File: config.mk
export PLATFORM = sky130hd
export DESIGN_NAME = alu_arbiter_flat
export DESIGN_NICKNAME = d
export VERILOG_FILES = /design/src/rtl/alu_arbiter_if.sv /design/src/rtl/alu_arbiter.sv /design/src/flat_wrapper.sv
export SDC_FILE = /design/constraint.sdc
export NUM_CORES = 1
export LEC_CHECK = 0
export CORE_AREA = 3 3 124 126
export CTS_BUF_LIST = sky130_fd_sc_hd__clkbuf_8 sky130_fd_sc_hd__clkbuf_16
export CTS_CLUSTER_DIAMETER = 80
export DETAILED_ROUTE_END_ITERATION = 6
export DIE_AREA = 0 0 127 129
export DONT_BUFFER_PORTS = 1
export PLACE_DENSITY = 0.47
export RECOVER_POWER = 25
export SKIP_CTS_REPAIR_TIMING = 1
export SYNTH_ARGS = -nofsm -noshare
export SYNTH_HDL_FRONTEND = slang
export SYNTH_SLANG_ARGS = --single-unit
File: constraint.sdc
create_clock -name clk -period 4.8 [get_ports clk]
set_input_delay 0.96 -clock clk [delete_from_list [all_inputs] [get_ports clk]]
set_output_delay 0.96 -clock clk [all_outputs]
set_load 0.02 [all_outputs]
File: src/rtl/alu_arbiter_if.sv
// alu_arbiter_if: one requester's channel pair into the shared-ALU arbiter.
// The request channel carries operands and a 2-bit ALU select under valid/ready.
// The response channel returns the result and flags under valid/ready.
interface alu_arbiter_if;
   logic        req_valid;
   logic        req_ready;
   logic [31:0] req_a;
   logic [31:0] req_b;
   logic [1:0]  req_sel;
   logic        rsp_valid;
   logic        rsp_ready;
   logic [31:0] rsp_out;
   logic        rsp_zero;
   logic        rsp_ovf;
   logic        rsp_gez;

   // Requester side: issues operations and accepts results.
   modport master (
      output req_valid, req_a, req_b, req_sel, rsp_ready,
      input  req_ready, rsp_valid, rsp_out, rsp_zero, rsp_ovf, rsp_gez
   );

   // Arbiter side: accepts operations and returns results.
   modport slave (
      input  req_valid, req_a, req_b, req_sel, rsp_ready,
      output req_ready, rsp_valid, rsp_out, rsp_zero, rsp_ovf, rsp_gez
   );
endinterface

File: src/rtl/alu_arbiter.sv
// alu_arbiter: round-robin sequencer that shares one 32-bit ALU between two
// requesters. One operation is in flight at a time: IDLE grants a port, EXEC
// drives the ALU from registered operands and captures its outputs, and RESP
// holds the result until the owning port accepts it.
// Optional feature: define ALU_ARB_OVF_CNT_EN to build the saturating 8-bit
// overflow counter on ovf_count; otherwise ovf_count is tied to zero.
module alu_arbiter #(
   parameter bit RR_INIT = 1'b0   // port that wins the first simultaneous request
) (
   input  logic         clk,
   input  logic         rst_n,
   alu_arbiter_if.slave port0,
   alu_arbiter_if.slave port1,
   output logic [31:0]  alu_a,
   output logic [31:0]  alu_b,
   output logic [1:0]   alu_sel,
   input  logic [31:0]  alu_out,
   input  logic         alu_zero,
   input  logic         alu_overflow,
   input  logic         alu_ge,
   output logic [7:0]   ovf_count
);

   typedef enum logic [1:0] {
      IDLE = 2'd0,
      EXEC = 2'd1,
      RESP = 2'd2
   } state_t;

   state_t      state;
   state_t      state_nxt;
   logic        rr;          // port preferred on the next contended grant
   logic        owner;       // port that owns the operation in flight
   logic [31:0] op_a;
   logic [31:0] op_b;
   logic [1:0]  op_sel;
   logic [31:0] res_out;
   logic        res_zero;
   logic        res_ovf;
   logic        res_gez;
   logic        any_req;
   logic        grant;
   logic        accept;
   logic        rsp_ack;

   // Grant selection: a lone requester always wins, contention goes to rr.
   // Ready depends only on req_valid, rr and state, never on rsp_ready.
   always_comb begin
      any_req = port0.req_valid | port1.req_valid;
      if (port0.req_valid && port1.req_valid)
         grant = rr;
      else
         grant = port1.req_valid;
      accept  = rst_n && (state == IDLE) && any_req;
      rsp_ack = owner ? port1.rsp_ready : port0.rsp_ready;
   end

   // Next-state logic for the IDLE -> EXEC -> RESP sequence.
   // NOTE: state_nxt is defaulted before the case so every path assigns it
   // and no latch is inferred.
   always_comb begin
      state_nxt = state;
      unique case (state)
         IDLE:    if (any_req) state_nxt = EXEC;
         EXEC:    state_nxt = RESP;
         RESP:    if (rsp_ack) state_nxt = IDLE;
         default: state_nxt = IDLE;
      endcase
   end

   // State register; reset drops any in-flight operation.
   // NOTE: sequential state uses non-blocking assignments so every flop
   // samples pre-edge values regardless of block evaluation order.
   always_ff @(posedge clk or negedge rst_n) begin
      if (!rst_n)
         state <= IDLE;
      else
         state <= state_nxt;
   end

   // Ownership and round-robin pointer, updated only on a grant.
   always_ff @(posedge clk or negedge rst_n) begin
      if (!rst_n) begin
         owner <= 1'b0;
         rr    <= RR_INIT;
      end else if (accept) begin
         owner <= grant;
         rr    <= ~grant;
      end
   end

   // Operand registers: loaded from the granted port, held otherwise so the
   // ALU inputs stay stable through EXEC and RESP.
   // NOTE: these datapath registers are reset because they are directly
   // visible on alu_a/alu_b/alu_sel and must read zero out of reset.
   always_ff @(posedge clk or negedge rst_n) begin
      if (!rst_n) begin
         op_a   <= '0;
         op_b   <= '0;
         op_sel <= '0;
      end else if (accept) begin
         op_a   <= grant ? port1.req_a   : port0.req_a;
         op_b   <= grant ? port1.req_b   : port0.req_b;
         op_sel <= grant ? port1.req_sel : port0.req_sel;
      end
   end

   // Result registers: capture the ALU outputs at the end of EXEC.
   always_ff @(posedge clk or negedge rst_n) begin
      if (!rst_n) begin
         res_out  <= '0;
         res_zero <= 1'b0;
         res_ovf  <= 1'b0;
         res_gez  <= 1'b0;
      end else if (state == EXEC) begin
         res_out  <= alu_out;
         res_zero <= alu_zero;
         res_ovf  <= alu_overflow;
         res_gez  <= alu_ge;
      end
   end

`ifdef ALU_ARB_OVF_CNT_EN
   logic [7:0] ovf_cnt;

   // Saturating count of overflowing operations, cleared only by reset.
   always_ff @(posedge clk or negedge rst_n) begin
      if (!rst_n)
         ovf_cnt <= '0;
      else if ((state == EXEC) && alu_overflow && (ovf_cnt != 8'hFF))
         ovf_cnt <= ovf_cnt + 8'd1;
   end

   assign ovf_count = ovf_cnt;
`else
   assign ovf_count = 8'd0;
`endif

   assign alu_a   = op_a;
   assign alu_b   = op_b;
   assign alu_sel = op_sel;

   assign port0.req_ready = accept && !grant;
   assign port1.req_ready = accept &&  grant;

   assign port0.rsp_valid = (state == RESP) && !owner;
   assign port1.rsp_valid = (state == RESP) &&  owner;

   // Both ports see the same result registers; rsp_valid tells them apart.
   assign port0.rsp_out  = res_out;
   assign port0.rsp_zero = res_zero;
   assign port0.rsp_ovf  = res_ovf;
   assign port0.rsp_gez  = res_gez;
   assign port1.rsp_out  = res_out;
   assign port1.rsp_zero = res_zero;
   assign port1.rsp_ovf  = res_ovf;
   assign port1.rsp_gez  = res_gez;

endmodule
File: src/flat_wrapper.sv
// flat-port wrapper written by rule: the top's interface ports become plain ports
module alu_arbiter_flat 
#(
   parameter bit RR_INIT = 1'b0                                                   
)
  (clk, rst_n, alu_a, alu_b, alu_sel, alu_out, alu_zero, alu_overflow, alu_ge, ovf_count, port0_req_valid, port0_req_a, port0_req_b, port0_req_sel, port0_rsp_ready, port0_req_ready, port0_rsp_valid, port0_rsp_out, port0_rsp_zero, port0_rsp_ovf, port0_rsp_gez, port1_req_valid, port1_req_a, port1_req_b, port1_req_sel, port1_rsp_ready, port1_req_ready, port1_rsp_valid, port1_rsp_out, port1_rsp_zero, port1_rsp_ovf, port1_rsp_gez);
  alu_arbiter_if port0_i ();
  alu_arbiter_if port1_i ();
  input  logic clk;
  input  logic rst_n;
  output logic [31:0] alu_a;
  output logic [31:0] alu_b;
  output logic [1:0] alu_sel;
  input  logic [31:0] alu_out;
  input  logic alu_zero;
  input  logic alu_overflow;
  input  logic alu_ge;
  output logic [7:0] ovf_count;
  input wire logic [$bits(port0_i.req_valid)-1:0] port0_req_valid;
  input wire logic [$bits(port0_i.req_a)-1:0] port0_req_a;
  input wire logic [$bits(port0_i.req_b)-1:0] port0_req_b;
  input wire logic [$bits(port0_i.req_sel)-1:0] port0_req_sel;
  input wire logic [$bits(port0_i.rsp_ready)-1:0] port0_rsp_ready;
  output wire logic [$bits(port0_i.req_ready)-1:0] port0_req_ready;
  output wire logic [$bits(port0_i.rsp_valid)-1:0] port0_rsp_valid;
  output wire logic [$bits(port0_i.rsp_out)-1:0] port0_rsp_out;
  output wire logic [$bits(port0_i.rsp_zero)-1:0] port0_rsp_zero;
  output wire logic [$bits(port0_i.rsp_ovf)-1:0] port0_rsp_ovf;
  output wire logic [$bits(port0_i.rsp_gez)-1:0] port0_rsp_gez;
  input wire logic [$bits(port1_i.req_valid)-1:0] port1_req_valid;
  input wire logic [$bits(port1_i.req_a)-1:0] port1_req_a;
  input wire logic [$bits(port1_i.req_b)-1:0] port1_req_b;
  input wire logic [$bits(port1_i.req_sel)-1:0] port1_req_sel;
  input wire logic [$bits(port1_i.rsp_ready)-1:0] port1_rsp_ready;
  output wire logic [$bits(port1_i.req_ready)-1:0] port1_req_ready;
  output wire logic [$bits(port1_i.rsp_valid)-1:0] port1_rsp_valid;
  output wire logic [$bits(port1_i.rsp_out)-1:0] port1_rsp_out;
  output wire logic [$bits(port1_i.rsp_zero)-1:0] port1_rsp_zero;
  output wire logic [$bits(port1_i.rsp_ovf)-1:0] port1_rsp_ovf;
  output wire logic [$bits(port1_i.rsp_gez)-1:0] port1_rsp_gez;
  assign port0_i.req_valid = port0_req_valid;
  assign port0_i.req_a = port0_req_a;
  assign port0_i.req_b = port0_req_b;
  assign port0_i.req_sel = port0_req_sel;
  assign port0_i.rsp_ready = port0_rsp_ready;
  assign port0_req_ready = port0_i.req_ready;
  assign port0_rsp_valid = port0_i.rsp_valid;
  assign port0_rsp_out = port0_i.rsp_out;
  assign port0_rsp_zero = port0_i.rsp_zero;
  assign port0_rsp_ovf = port0_i.rsp_ovf;
  assign port0_rsp_gez = port0_i.rsp_gez;
  assign port1_i.req_valid = port1_req_valid;
  assign port1_i.req_a = port1_req_a;
  assign port1_i.req_b = port1_req_b;
  assign port1_i.req_sel = port1_req_sel;
  assign port1_i.rsp_ready = port1_rsp_ready;
  assign port1_req_ready = port1_i.req_ready;
  assign port1_rsp_valid = port1_i.rsp_valid;
  assign port1_rsp_out = port1_i.rsp_out;
  assign port1_rsp_zero = port1_i.rsp_zero;
  assign port1_rsp_ovf = port1_i.rsp_ovf;
  assign port1_rsp_gez = port1_i.rsp_gez;
  alu_arbiter #(.RR_INIT(RR_INIT)) u_core (.clk(clk), .rst_n(rst_n), .port0(port0_i), .port1(port1_i), .alu_a(alu_a), .alu_b(alu_b), .alu_sel(alu_sel), .alu_out(alu_out), .alu_zero(alu_zero), .alu_overflow(alu_overflow), .alu_ge(alu_ge), .ovf_count(ovf_count));
endmodule
==> impl_metrics.csv <==
group,metric,value,unit
detailed_routing,wl,12800,um
setup_path,max_stage_delay,0.32,ns
placed_design,place.gp.congestion,0.718,
setup_path,crit_fanout,107,
detailed_routing,drtAntennaViolNets,0,
power_and_ir_drop,peakVddDrop,330,uV
grt,grt_usage,0.149,
grt,grt_pass1_wl,18600,um
sta,slew_violations,0,
finish,nFillCells,1409,
sta,period_share,0.533,
power_and_ir_drop,pwr-share-comb,0.235,
power_and_ir_drop,p_total,0.00417,W
power_and_ir_drop,netSwitchingPower,0.00187,W
floorplanning,dieHeight,129,um
detailed_routing,firstDrtPassIters,4,
power_and_ir_drop,pwr_density_cell,852,nW/um^2
sta,slew_headroom,0.395,
grt,met1_usage,0.171,
finish,synthToLayoutAreaGrowth,2.01,%
sta,tightestPinTransition,0.908,ns
setup_path,crit_chain,"nor3b_1 -> and3_2",
detailed_routing,routedWlPerCell,25.5,um
sta,final.setup.tns,0,ns
floorplanning,die_area,16400,um^2
placed_design,pre_cts_ws,2.25,ns
sta,finalWorstSetupSlack,2.24,ns
power_and_ir_drop,pwr-share-seq,0.581,
synth,synth_cell_type_count,20,
synth,post-synth-top-area-fraction,0.547,
sta,max_freq,391,MHz
placed_design,dp_hpwl,9040,um
setup_path,crit_type,"input pin to output port",
sta,finalSetupViolCount,0,
floorplanning,ioPinCount,321,
sta,skew,0.00750,ns
finish,seq_area,2630,um^2
grt,grt_max_degree,108,
finish,layout.nets,485,
flow_run,max_cap_viol_count,0,
clocking,clk_latency,0.35,ns
setup_path,crit_path_start_kind,"input pin",
grt,use_met3,0.0585,
grt,grt-ovfl-total,0,
finish,multi_input_area,1700,um^2
finish,layout-drive-gt1-share,0.189,
floorplanning,die_w,127,um
clocking,clock-sinks,105,
sta,rsz0062_at_grt,"no",
power_and_ir_drop,switching_share,0.447,
min_path,hp-class,"input pin to async pin",
synth,seq_area_frac_synth,0.547,
clocking,cts-root-buf,"clkbuf_16",
grt,busiest_layer,"met2",
detailed_routing,vias,2893,
grt,antenna_found_initial,1,
floorplanning,fp-row-count,44,
detailed_routing,drc,0,
setup_path,path_buf_inv,0,
placed_design,port_buffers,0,
setup_path,slowest_stage,"and3_2",
finish,antenna_cells,0,
outcome,status,"complete, no violations",
floorplanning,core-area,14400,um^2
setup_path,required,3.84,ns
floorplanning,start_util,0.333,
clocking,cts_made_buffers,9,
setup_path,arrival,1.60,ns
detailed_routing,avgViaCountPerCell,5.77,
setup_path,endpoint_kind,"output port",
power_and_ir_drop,leakage,2.06,nW
synth,synth_cells,368,
setup_path,critPathTopFamily,"simple AND/OR/NAND/NOR gates",
synth,yosys_register_bits,105,
clocking,cts_tree,"built",
synth,yosysWarnings,0,
power_and_ir_drop,clockPowerShare,0.184,
sta,hold_viol_final,0,
synth,yosys.area.top_type,"dfrtp_1",
detailed_routing,drt_iter0_drc,110,
clocking,cts_max_path_buffers,2,
power_and_ir_drop,p_int,0.00231,W
synth,ys_top_cells_by_area,"dfrtp_1 (55%), a221o_1 (14%), o21a_1 (10%), mux2_2 (8.4%), buf_4 (6.7%)",
synth,avgSynthCellArea,13.0,um^2
grt,use_met2,0.250,
grt,grt_pass1_vias,3084,
synth,syn_area,4800,um^2
clocking,htreeDepth,3,
clocking,clk_pin_slew_worst_paths,0.08,ns
sta,period_minus_slack,2.56,ns
[through the flow]
stage / instance area [um^2] / hold slack (ns) / instances / util
after floorplan: 4830 / 0.464 / 375 / -
after global placement: 4580 / 0.479 / 485 / 0.318
after detailed placement: 4580 / 0.493 / 485 / 0.318
after CTS: 4900 / 0.275 / 501 / 0.340
after global routing: 4900 / 0.270 / 501 / 0.340
final: 4900 / 0.298 / 501 / 0.340
[path summary, 6_finish.rpt]
kind,depth (start not counted),to,slack (ns),startpoint
setup / recovery,2,port0_req_ready,2.24,rst_n
hold / removal,0,u_core.port0.rsp_out[21]$_DFFE_PN0N_,0.30,rst_n
setup reg to reg,4,u_core.alu_a[28]$_DFFE_PN0P_,2.76,u_core.state[0]$_DFFE_PN0P_
hold reg to reg,1,u_core.rr$_DFFE_PN0P_,0.50,u_core.rr$_DFFE_PN0P_
max in group asynchronous,0,u_core.alu_a[11]$_DFFE_PN0P_,4.36,rst_n
min in group clk,1,u_core.rr$_DFFE_PN0P_,0.50,u_core.rr$_DFFE_PN0P_
[layout make-up]
type                       instances  area share
timing repair buffer               3     0.00460
clock inverter                     6      0.0153
clock buffer                      10      0.0488
sequential                       105       0.537
tap                              184      0.0470
multi-input combinational        192       0.347
inverter                           1    0.000766
[power by group through the flow]
stage	Combinational, W	Clock, W	Sequential [W]
floorplan	0.00131	0	0.00208
global placement	0.000957	0	0.00246
detailed placement	0.000993	0	0.00245
CTS	0.000992	0.000801	0.00244
global route	0.00109	0.000824	0.00249
finish	0.000980	0.000770	0.00242
[cell families after synthesis]
kind of cell / Yosys count / share of synthesized area
compound gates: 136 / 0.246
flops: 105 / 0.547
other cells: 1 / 0.000781
buf+inv: 78 / 0.107
mux: 36 / 0.0844
simple gates: 12 / 0.0146
[registers in the layout, indices dropped and copies added (netlist names)]
| signal | flops |
|---|---|
| u_core.alu_b | 32 |
| u_core.port0.rsp_out | 32 |
| u_core.alu_a | 32 |
| u_core.port0.rsp_gez | 1 |
| u_core.owner | 1 |
| u_core.port0.rsp_zero | 1 |
| u_core.rr | 1 |
| u_core.alu_sel | 2 |
| u_core.port0.rsp_ovf | 1 |
| u_core.state | 2 |
[cell usage in the layout, fill, tap and decap left out, types with 3 or more instances in the layout]
master	n
dfrtp_1	105
mux2_2	36
buf_4	3
o21a_1	66
conb_1	8
clkbuf_16	9
a221o_1	66
[cell usage after synthesis]
cell	instances
a21o_1	2
a221o_1	66
and3_1	2
buf_1	1
buf_2	17
buf_4	43
buf_6	5
clkbuf_1	11
conb_1	1
dfrtp_1	105
inv_1	1
mux2_2	36
nand2_1	1
nand2b_1	3
nor2_1	3
nor3_1	1
nor3b_1	1
o21a_1	66
o21ai_0	2
or3b_4	1
[metal layers]
metal  share of wire  wire (um)
met5          0.0010         13
met1            0.35       4490
met4           0.015        195
met2            0.52       6620
met3            0.11       1450
Power figures use the tool's default switching activity.
